==> src/rtl/decode_stage.sv <==
// Registered, handshaked RV32/RV64 instruction-decode stage with a 2-entry skid buffer.
// Decode is combinational on instr_i; the bundle is captured into an output or skid register.

package decode_pkg;
  typedef enum logic [1:0] {Add = 2'd0, Branch = 2'd1, Op = 2'd2, Op32 = 2'd3} aluop_e;
  typedef enum logic [1:0] {JmpNone = 2'd0, Jal = 2'd1, Jalr = 2'd2} jump_e;
  typedef enum logic [1:0] {MemNone = 2'd0, MemLoad = 2'd1, MemStore = 2'd2} mem_type_e;
endpackage

module decode_stage
  import decode_pkg::*;
#(
  parameter int unsigned Xlen    = 64,  // 32 or 64 only
  parameter int unsigned Ilen    = 32,
  parameter int unsigned PcWidth = Xlen
) (
  input  logic               clk_i,
  input  logic               rst_i,
  input  logic               flush_i,
  input  logic               in_valid_i,
  output logic               in_ready_o,
  input  logic [Ilen-1:0]    instr_i,
  input  logic [PcWidth-1:0] pc_i,
  output logic               out_valid_o,
  input  logic               out_ready_i,
  output logic [PcWidth-1:0] pc_o,
  output logic [4:0]         rd_o,
  output logic [4:0]         rs1_o,
  output logic [4:0]         rs2_o,
  output logic [2:0]         funct3_o,
  output logic [6:0]         funct7_o,
  output logic [Xlen-1:0]    imm_o,
  output aluop_e             aluop_o,
  output logic               alu_use_imm_o,
  output logic               reg_wb_o,
  output logic               reg_lui_o,
  output logic               is_auipc_o,
  output logic               branch_o,
  output logic               mem_to_reg_o,
  output logic               is_csr_o,
  output jump_e              jump_o,
  output mem_type_e          mem_type_o,
  output logic               is_ecall_o,
  output logic               is_ebreak_o,
  output logic               is_mret_o,
  output logic               illegal_o
);

  localparam logic [6:0] OpcLoad    = 7'b0000011;
  localparam logic [6:0] OpcMiscMem = 7'b0001111;
  localparam logic [6:0] OpcOpImm   = 7'b0010011;
  localparam logic [6:0] OpcAuipc   = 7'b0010111;
  localparam logic [6:0] OpcOpImm32 = 7'b0011011;
  localparam logic [6:0] OpcStore   = 7'b0100011;
  localparam logic [6:0] OpcOp      = 7'b0110011;
  localparam logic [6:0] OpcLui     = 7'b0110111;
  localparam logic [6:0] OpcOp32    = 7'b0111011;
  localparam logic [6:0] OpcBranch  = 7'b1100011;
  localparam logic [6:0] OpcJalr    = 7'b1100111;
  localparam logic [6:0] OpcJal     = 7'b1101111;
  localparam logic [6:0] OpcSystem  = 7'b1110011;

  typedef struct packed {
    logic [PcWidth-1:0] pc;
    logic [4:0]         rd;
    logic [4:0]         rs1;
    logic [4:0]         rs2;
    logic [2:0]         funct3;
    logic [6:0]         funct7;
    logic [Xlen-1:0]    imm;
    aluop_e             aluop;
    logic               alu_use_imm;
    logic               reg_wb;
    logic               reg_lui;
    logic               is_auipc;
    logic               branch;
    logic               mem_to_reg;
    logic               is_csr;
    jump_e              jump;
    mem_type_e          mem_type;
    logic               is_ecall;
    logic               is_ebreak;
    logic               is_mret;
    logic               illegal;
  } bundle_t;

  logic [6:0]  opcode;
  logic [2:0]  funct3;
  logic [31:0] imm_i, imm_s, imm_b, imm_u, imm_j, imm32;
  logic        illegal;
  bundle_t     dec;

  assign opcode = instr_i[6:0];
  assign funct3 = instr_i[14:12];
  assign imm_i  = {{20{instr_i[31]}}, instr_i[31:20]};
  assign imm_s  = {{20{instr_i[31]}}, instr_i[31:25], instr_i[11:7]};
  assign imm_b  = {{19{instr_i[31]}}, instr_i[31], instr_i[7], instr_i[30:25], instr_i[11:8], 1'b0};
  assign imm_u  = {instr_i[31:12], 12'b0};
  assign imm_j  = {{11{instr_i[31]}}, instr_i[31], instr_i[19:12], instr_i[20], instr_i[30:21],
                   1'b0};

  always_comb begin
    dec     = '0;
    imm32   = '0;
    illegal = 1'b0;
    case (opcode)
      OpcOp: begin
        dec.reg_wb = 1'b1;
        dec.aluop  = Op;
      end
      OpcOpImm: begin
        dec.reg_wb      = 1'b1;
        dec.alu_use_imm = 1'b1;
        dec.aluop       = Op;
        imm32           = imm_i;
      end
      OpcOp32: begin
        illegal    = (Xlen == 32);
        dec.reg_wb = 1'b1;
        dec.aluop  = Op32;
      end
      OpcOpImm32: begin
        illegal         = (Xlen == 32);
        dec.reg_wb      = 1'b1;
        dec.alu_use_imm = 1'b1;
        dec.aluop       = Op32;
        imm32           = imm_i;
      end
      OpcLoad: begin
        illegal = (funct3 == 3'b111) ||
                  ((Xlen == 32) && ((funct3 == 3'b011) || (funct3 == 3'b110)));
        dec.reg_wb      = 1'b1;
        dec.alu_use_imm = 1'b1;
        dec.mem_to_reg  = 1'b1;
        dec.mem_type    = MemLoad;
        imm32           = imm_i;
      end
      OpcStore: begin
        illegal         = funct3[2] || ((Xlen == 32) && (funct3 == 3'b011));
        dec.alu_use_imm = 1'b1;
        dec.mem_type    = MemStore;
        imm32           = imm_s;
      end
      OpcBranch: begin
        illegal    = (funct3 == 3'b010) || (funct3 == 3'b011);
        dec.branch = 1'b1;
        dec.aluop  = Branch;
        imm32      = imm_b;
      end
      OpcJal: begin
        dec.reg_wb = 1'b1;
        dec.jump   = Jal;
        imm32      = imm_j;
      end
      OpcJalr: begin
        illegal         = (funct3 != 3'b000);
        dec.reg_wb      = 1'b1;
        dec.alu_use_imm = 1'b1;
        dec.jump        = Jalr;
        imm32           = imm_i;
      end
      OpcLui: begin
        dec.reg_wb      = 1'b1;
        dec.reg_lui     = 1'b1;
        dec.alu_use_imm = 1'b1;
        imm32           = imm_u;
      end
      OpcAuipc: begin
        dec.reg_wb      = 1'b1;
        dec.is_auipc    = 1'b1;
        dec.alu_use_imm = 1'b1;
        imm32           = imm_u;
      end
      OpcMiscMem: ;
      OpcSystem: begin
        if (funct3 != 3'b000) begin
          dec.is_csr = 1'b1;
          dec.reg_wb = 1'b1;
          imm32      = {27'b0, instr_i[19:15]};
        end else if ((instr_i[11:7] != 5'd0) || (instr_i[19:15] != 5'd0)) begin
          illegal = 1'b1;
        end else begin
          case (instr_i[31:20])
            12'h000: dec.is_ecall  = 1'b1;
            12'h001: dec.is_ebreak = 1'b1;
            12'h302: dec.is_mret   = 1'b1;
            default: illegal       = 1'b1;
          endcase
        end
      end
      default: illegal = 1'b1;
    endcase

    if ((instr_i[1:0] != 2'b11) || (instr_i == '0) || (instr_i == '1)) illegal = 1'b1;

    // Illegal instructions still flow, but carry no control side effects.
    if (illegal) dec = '0;
    dec.imm     = illegal ? '0 : Xlen'($signed(imm32));
    dec.illegal = illegal;
    dec.pc      = pc_i;
    dec.rd      = instr_i[11:7];
    dec.rs1     = instr_i[19:15];
    dec.rs2     = instr_i[24:20];
    dec.funct3  = funct3;
    dec.funct7  = instr_i[31:25];
    if (dec.rd == 5'd0) dec.reg_wb = 1'b0;
  end

  bundle_t o_q, o_d, s_q, s_d;
  logic    o_valid_q, o_valid_d, s_valid_q, s_valid_d, in_ready_q;
  logic    in_fire, out_fire;

  assign in_fire  = in_valid_i && in_ready_q;
  assign out_fire = o_valid_q && out_ready_i;

  always_comb begin
    o_d       = o_q;
    s_d       = s_q;
    o_valid_d = o_valid_q;
    s_valid_d = s_valid_q;
    if (flush_i) begin
      o_valid_d = 1'b0;
      s_valid_d = 1'b0;
    end else if (out_fire && s_valid_q) begin
      // in_ready is low while the skid is full, so no input competes here.
      o_d       = s_q;
      o_valid_d = 1'b1;
      s_valid_d = 1'b0;
    end else if (in_fire && (!o_valid_q || out_fire)) begin
      o_d       = dec;
      o_valid_d = 1'b1;
    end else if (in_fire) begin
      s_d       = dec;
      s_valid_d = 1'b1;
    end else if (out_fire) begin
      o_valid_d = 1'b0;
    end
  end

  always_ff @(posedge clk_i or posedge rst_i) begin
    if (rst_i) begin
      o_q        <= '0;
      s_q        <= '0;
      o_valid_q  <= 1'b0;
      s_valid_q  <= 1'b0;
      in_ready_q <= 1'b1;
    end else begin
      o_q        <= o_d;
      s_q        <= s_d;
      o_valid_q  <= o_valid_d;
      s_valid_q  <= s_valid_d;
      in_ready_q <= !s_valid_d;
    end
  end

  assign in_ready_o    = in_ready_q;
  assign out_valid_o   = o_valid_q;
  assign pc_o          = o_q.pc;
  assign rd_o          = o_q.rd;
  assign rs1_o         = o_q.rs1;
  assign rs2_o         = o_q.rs2;
  assign funct3_o      = o_q.funct3;
  assign funct7_o      = o_q.funct7;
  assign imm_o         = o_q.imm;
  assign aluop_o       = o_q.aluop;
  assign alu_use_imm_o = o_q.alu_use_imm;
  assign reg_wb_o      = o_q.reg_wb;
  assign reg_lui_o     = o_q.reg_lui;
  assign is_auipc_o    = o_q.is_auipc;
  assign branch_o      = o_q.branch;
  assign mem_to_reg_o  = o_q.mem_to_reg;
  assign is_csr_o      = o_q.is_csr;
  assign jump_o        = o_q.jump;
  assign mem_type_o    = o_q.mem_type;
  assign is_ecall_o    = o_q.is_ecall;
  assign is_ebreak_o   = o_q.is_ebreak;
  assign is_mret_o     = o_q.is_mret;
  assign illegal_o     = o_q.illegal;

endmodule

==> config.mk <==
export PLATFORM = sky130hd
export DESIGN_NAME = decode_stage
export DESIGN_NICKNAME = d
export VERILOG_FILES = /design/src/rtl/decode_stage.sv
export SDC_FILE = /design/constraint.sdc
export NUM_CORES = 1
export LEC_CHECK = 0
export CAP_MARGIN = 10
export CORE_MARGIN = 2
export CORE_UTILIZATION = 30
export DETAILED_ROUTE_END_ITERATION = 10
export PLACE_DENSITY = 0.57
export SLEW_MARGIN = 20
export SYNTH_ARGS = -nofsm -noshare
export SYNTH_HDL_FRONTEND = slang
export SYNTH_SLANG_ARGS = --single-unit
==> constraint.sdc <==
create_clock -name clk_i -period 9.7 [get_ports clk_i]
set_input_delay 0.97 -clock clk_i [delete_from_list [all_inputs] [get_ports clk_i]]
set_output_delay 0.97 -clock clk_i [all_outputs]
set_load 0.1 [all_outputs]
==> Word-level counts from Yosys, hierarchy flattened <==
Index checks and enable logic that the tools add are counted.
{ "op_classes": {"add_sub_neg": 0, "mul": 0, "div_mod_pow": 0, "order_cmp": 0, "eq_ne": 21, "n_shift": 0, "muxes": 38, "bitwise_logic": 3, "reduce_logical": 30} }
{ "ops": {"columns": ["cell", "n"], "rows": [
  ["two-way mux 170 bit", 2],
  ["one-hot mux 32 bit (6 select lines)", 1],
  ["two-way mux 64 bit", 1],
  ["== test 32 bit (second input constant)", 1],
  ["logical NOT 32 bit", 1],
  ["== test 7 x 6 -> 1 bit (second input constant)", 4],
  ["== test 7 bit (second input constant)", 4],
  ["two-way mux 1 bit", 24],
  ["== test 7 x 5 -> 1 bit (second input constant)", 3],
  ["two-way mux 17 bit", 1],
  ["== test 12 x 1 -> 1 bit (second input constant)", 1],
  ["== test 12 x 10 -> 1 bit (second input constant)", 1],
  ["logical NOT 12 bit", 1],
  ["nonzero test 5 bit", 2],
  ["two-way mux 3 bit", 3],
  ["OR reduction 9 bit", 1],
  ["one-hot mux 2 bit (2 select lines)", 2],
  ["OR reduction 8 bit", 1],
  ["== test 7 x 2 -> 1 bit (second input constant)", 1],
  ["== test 7 x 4 -> 1 bit (second input constant)", 1],
  ["OR reduction 7 bit", 1],
  ["== test 3 x 2 -> 1 bit (second input constant)", 2],
  ["one-hot mux 1 bit (6 select lines)", 1],
  ["one-hot mux 2 bit (3 select lines)", 1],
  ["18 further kinds", 31]
]} }
{ "totals": {"regBits": 343, "latch_bits": 0, "ram_bits": 0, "rom_bits": 0, "in_bits": 101, "out_inout_bits": 172, "word_cells": 137, "memories": 0} }

==> Depth between registers and ports, before layout <==
{ "logic_depth": {"word_depth": 11, "mapped_depth": 8} }

==> Worst setup path after synthesis <==
OpenSTA, ideal clock, no wires.
{ "synth_path": {"path_kind": "reg2out", "from": "reg imm_o[62] (netlist name)", "to": "out imm_o[32]", "arrival_time_ns": 1.855, "required_time_ns": 8.730, "setup_slack_ns": 6.875, "path_stages_with_launch": 2, "cell_sequence": "dfrtp_1 > buf_4"} }
{ "synth_rtl": {"columns": ["element", "line_no", "source"], "rows": [
  ["end, declared", "32", "output logic [Xlen-1:0] imm_o,"]
]} }

==> results.md <==
- In this run the count of I/O pins placed on the die edge is 273.
- Global routing finished with a remaining overflow of 0.
- The kind of cell adding the most delay to the critical path is buffers and inverters.
- The number of gates resized after cts is 0.
- The number of antenna-violating nets in the routed design is 0.
- The maximum level of the CTS H-tree is 2.
- From bottom edge to top edge, the die measures roughly 210 um.
- The first routing iteration left 755 violations.
- The clock sink count is approximately 280.
- The floorplan step defined a core boundary enclosing 0.0408 sq mm.
- The die covers 0.0430 sq mm.
- The aggregate routed wire length is 39000 um.
- The initial standard-cell utilization of the core is a little under a third.
- Headroom to the max-slew limit came out at 22.6%.
- In the final layout, flip-flops and latches occupy around 0.007 sq mm.
- The synthesized cell area is 0.0124 sq mm.
- The number of hold buffers added after CTS is 0.
- The count of buffers from port buffering is ~270.
- Global routing used ~18% of the available tracks.
- The per-instance average area after synthesis is 8.70 sq um.
- Signal routing reaches up to met5.
- Row generation in the floorplan step produced 74 rows.
- TritonCTS built the clock tree.
- On the final layout, the worst clock skew is about 14 ps.
- After clock tree synthesis, the setup repair step added 0 buffers.
- By area the synthesized netlist is led by sky130_fd_sc_hd__dfrtp_1 56%, sky130_fd_sc_hd__nand2_1 16%, sky130_fd_sc_hd__a31oi_1 4.7%.
- Synthesis inferred 279 register bits.
- Timing analysis after detailed placement gives a worst setup slack of 5570 ps.
- The iteration count of the initial detailed-routing pass is 5.
- The final hold slack is ~470 ps.
- The leakage power summed over all cells is approximately 7.3 nW.
- The post-synthesis cell type with the largest combined area is sky130_fd_sc_hd__dfrtp_1.
- The routed metal-1 wirelength is 17600 um.
- After filler insertion, the fill cell instance count of the layout stands at about 4000.
- The synthesized netlist contains 56 unique library cells.
- The number of antenna violations at the first check in global routing is 4.
- In the routed design, unresolved DRC markers number 0.
- The category of the worst setup path capture point is an output pin.
- For this run, the slowest stage of the critical path takes 1280 ps.
- The final max-slew violation count is 0.
- The worst-margin pin slew is 1160 ps.
- For this run, the number of Yosys warnings is 0.
- The library cells used most frequently in the layout, excluding fill and tap cells, are 522 x sky130_fd_sc_hd__nand2_1, 278 x sky130_fd_sc_hd__dfrtp_1, 272 x sky130_fd_sc_hd__clkdlybuf4s50_1, 127 x sky130_fd_sc_hd__nor2_1, 94 x sky130_fd_sc_hd__a31oi_1.
- The cell with the largest stage delay on the worst path is sky130_fd_sc_hd__clkdlybuf4s50_1.
- The required arrival time at the worst endpoint is approximately 8700 ps.
- Entering global routing, the biggest net connects 169 pins.
- Cells with a size suffix above 1 make up 5.57% of the layout.
- The dominant synthesized flop cell is sky130_fd_sc_hd__dfrtp_1.
- The clock period could shrink to 3690 ps.
- The async set-reset flop share out of synthesis is 100%.
- The via density per instance is 4.96.
- The critical path class is reg -> out.
- The number of enable-type register cells in the synthesized netlist is 0.
- The number of CTS-inserted buffers is 35.
- In this run the clock root is driven by a sky130_fd_sc_hd__clkbuf_16.
- Setup repair after global routing left no endpoint under its margin.
- Detailed routing inserted a total of ~11000 vias.
- The number of nets in the synthesized netlist is around 1500.
- At the worst endpoint, the arrival time is around 2700 ps.
- Across all setup checks in the final design, the least slack found is about 6000 ps.
- The placer's final routability congestion estimate is 0.885.
- The synthesized netlist cell count is 1426.
- The proportion of synthesized chip area in sequential cells is between 50% and 60%.
- After synthesis, the largest area contributor takes up a little under three fifths of total cell area.
- The run finished with clean final reports.
- The total count of hold-check failures in the final report is 0.
- The count of buffer and inverter cells on the critical path is 1.
- The area growth from synthesis to final layout is 32.1%.
- The most common cell after layout, fill and taps aside is sky130_fd_sc_hd__nand2_1.
- After detailed routing, the average wire length per cell comes to 18.0 um.
- The first global-routing pass estimated 61200 um of wire.
- The min-delay analysis places its worst path in the category reg -> reg.
- The sum of internal, switching and leakage power is about 4.2 mW.
- The amount of wire on met3 after detailed routing is 2620 um.
- The worst path uses 38.1% of the clock period.
- The startpoint kind of the worst setup timing path is a register.
- The met2 layer wire length in the routed design is 17500 um.
- After the last flow step, the layout net total stands at 1709.
- The die is 207 um wide.
- The maximum net fanout on the critical path is 34.
- The clock latency reported for the late side of the worst-skew pair is roughly 530 ps.
- The number of violations of the max-capacitance limit is 0.
- Traced cell by cell, the critical path runs through clkdlybuf4s50_1.
- For this design the ratio of total power to cell area is 255 mW/mm^2.
- Across the VDD grid, the largest voltage drop is between 150 and 200 uV.
- Static timing analysis puts the maximum clock frequency at approximately 0.27 GHz.
- Adding up every negative setup slack in the final design gives 0 ps.
- The final HPWL from detailed placement is 24700 um.
- The longest clock path from root to sink contains 3 buffers.
- The via count of the first global-routing pass is between 10000 and 15000.
- The clock transition at the registers of the reported paths is approximately 50 ps.
- In the final layout, the multi-input gates occupy 0.00479 sq mm.
- Setup violations remaining at the end of the flow were counted as 0.
-- metrics by stage --
step | cell area [sq um] | cells | utilization [%]
final | 16400 | 2166 | 40.2
after global routing | 16400 | 2166 | 40.2
after CTS | 16400 | 2165 | 40.1
after detailed placement | 15300 | 2103 | 37.4
after global placement | 15300 | 2103 | 37.4
after floorplan | 12400 | 1426 | -
-- synth_stat cells, types with 2 or more instances --
library cell               count
sky130_fd_sc_hd__buf_2        11
sky130_fd_sc_hd__a21o_1        2
sky130_fd_sc_hd__dfrtp_1     278
sky130_fd_sc_hd__nor4_1        4
sky130_fd_sc_hd__inv_1         5
sky130_fd_sc_hd__o31ai_1      38
sky130_fd_sc_hd__clkbuf_1     85
sky130_fd_sc_hd__nor2_2        2
sky130_fd_sc_hd__nor2b_1       3
sky130_fd_sc_hd__buf_4        33
sky130_fd_sc_hd__nand2b_1      3
sky130_fd_sc_hd__or3_1         3
sky130_fd_sc_hd__a21oi_1      65
sky130_fd_sc_hd__o32ai_1       2
sky130_fd_sc_hd__nor3_1        9
sky130_fd_sc_hd__a221o_1       6
sky130_fd_sc_hd__nand3_1      11
sky130_fd_sc_hd__nor2_1      128
sky130_fd_sc_hd__o21ai_0      15
sky130_fd_sc_hd__or2_2         2
sky130_fd_sc_hd__nand4_1       4
sky130_fd_sc_hd__buf_1         6
sky130_fd_sc_hd__and2_1        4
sky130_fd_sc_hd__o21ai_2      10
sky130_fd_sc_hd__nand2_1     522
sky130_fd_sc_hd__a222oi_1      5
sky130_fd_sc_hd__and3_1       24
sky130_fd_sc_hd__o22ai_1      21
sky130_fd_sc_hd__o41ai_1       2
sky130_fd_sc_hd__nand3b_1      4
sky130_fd_sc_hd__a31oi_1      94
-- final timing paths --
path / cells after the start / end / from / slack (ps)
hold reg to reg: 2 / s_q[7] / s_q[7] / 470
setup reg to reg: 7 / imm_o[21] / out_valid_o / 6640
max in group asynchronous: 3 / s_q[102] / rst_i / 7260
setup / recovery: 1 / imm_o[51] / imm_o[62] / 6010
min in group asynchronous: 2 / pc_o[52] / rst_i / 960
hold / removal: 2 / s_q[7] / s_q[7] / 470
-- per-layer routing --
layer  up-vias  track usage, %
li1       5134               -
met4         6            7.09
met1      5182            24.5
met2       353            27.4
met5         -               0
met3        68            4.07
-- power by group --
part	leakage (nW)	switching [mW]	internal (mW)
clock	0.551	0.505	0.758
combinational	3.25	1.12	0.326
sequential	3.46	0.117	1.36
total	7.26	1.74	2.44
-- cell families (layout without fill, tap and decap cells) --
| kind of cell | after synthesis | count (layout) | synth area share [%] |
|---|---|---|---|
| simple gates | 735 | 735 | 24.2 |
| flops | 279 | 279 | 56.3 |
| compound gates | 271 | 271 | 14.1 |
| buf+inv | 141 | 348 | 5.43 |
| other cells | 0 | 1 | 0 |
-- final cells by class --
cell class              instances  share of cell area [%]
clock inverters                 9                   0.328
inverters                       5                   0.160
diodes                          1                  0.0153
repair buffers                281                    17.1
flip-flops and latches        279                    42.6
well taps                     532                    4.06
clock buffers                  53                    6.50
multi-input cells            1006                    29.2
-- sequential cells by signal, summed over array words and instances (netlist names), 2 cells and up --
register,cells
s_q,138
pc_o,64
imm_o,32
funct7_o,7
rd_o,5
rs1_o,5
rs2_o,5
funct3_o,3
aluop_o,2
jump_o,2
mem_type_o,2
-- worst min-delay path, cell delays in order (launching register included) --
cell and delay (ps):
sky130_fd_sc_hd__dfrtp_1 330, sky130_fd_sc_hd__nand2_1 50, sky130_fd_sc_hd__o31ai_1 50
Note: power is estimated with default switching activity, not from simulation.
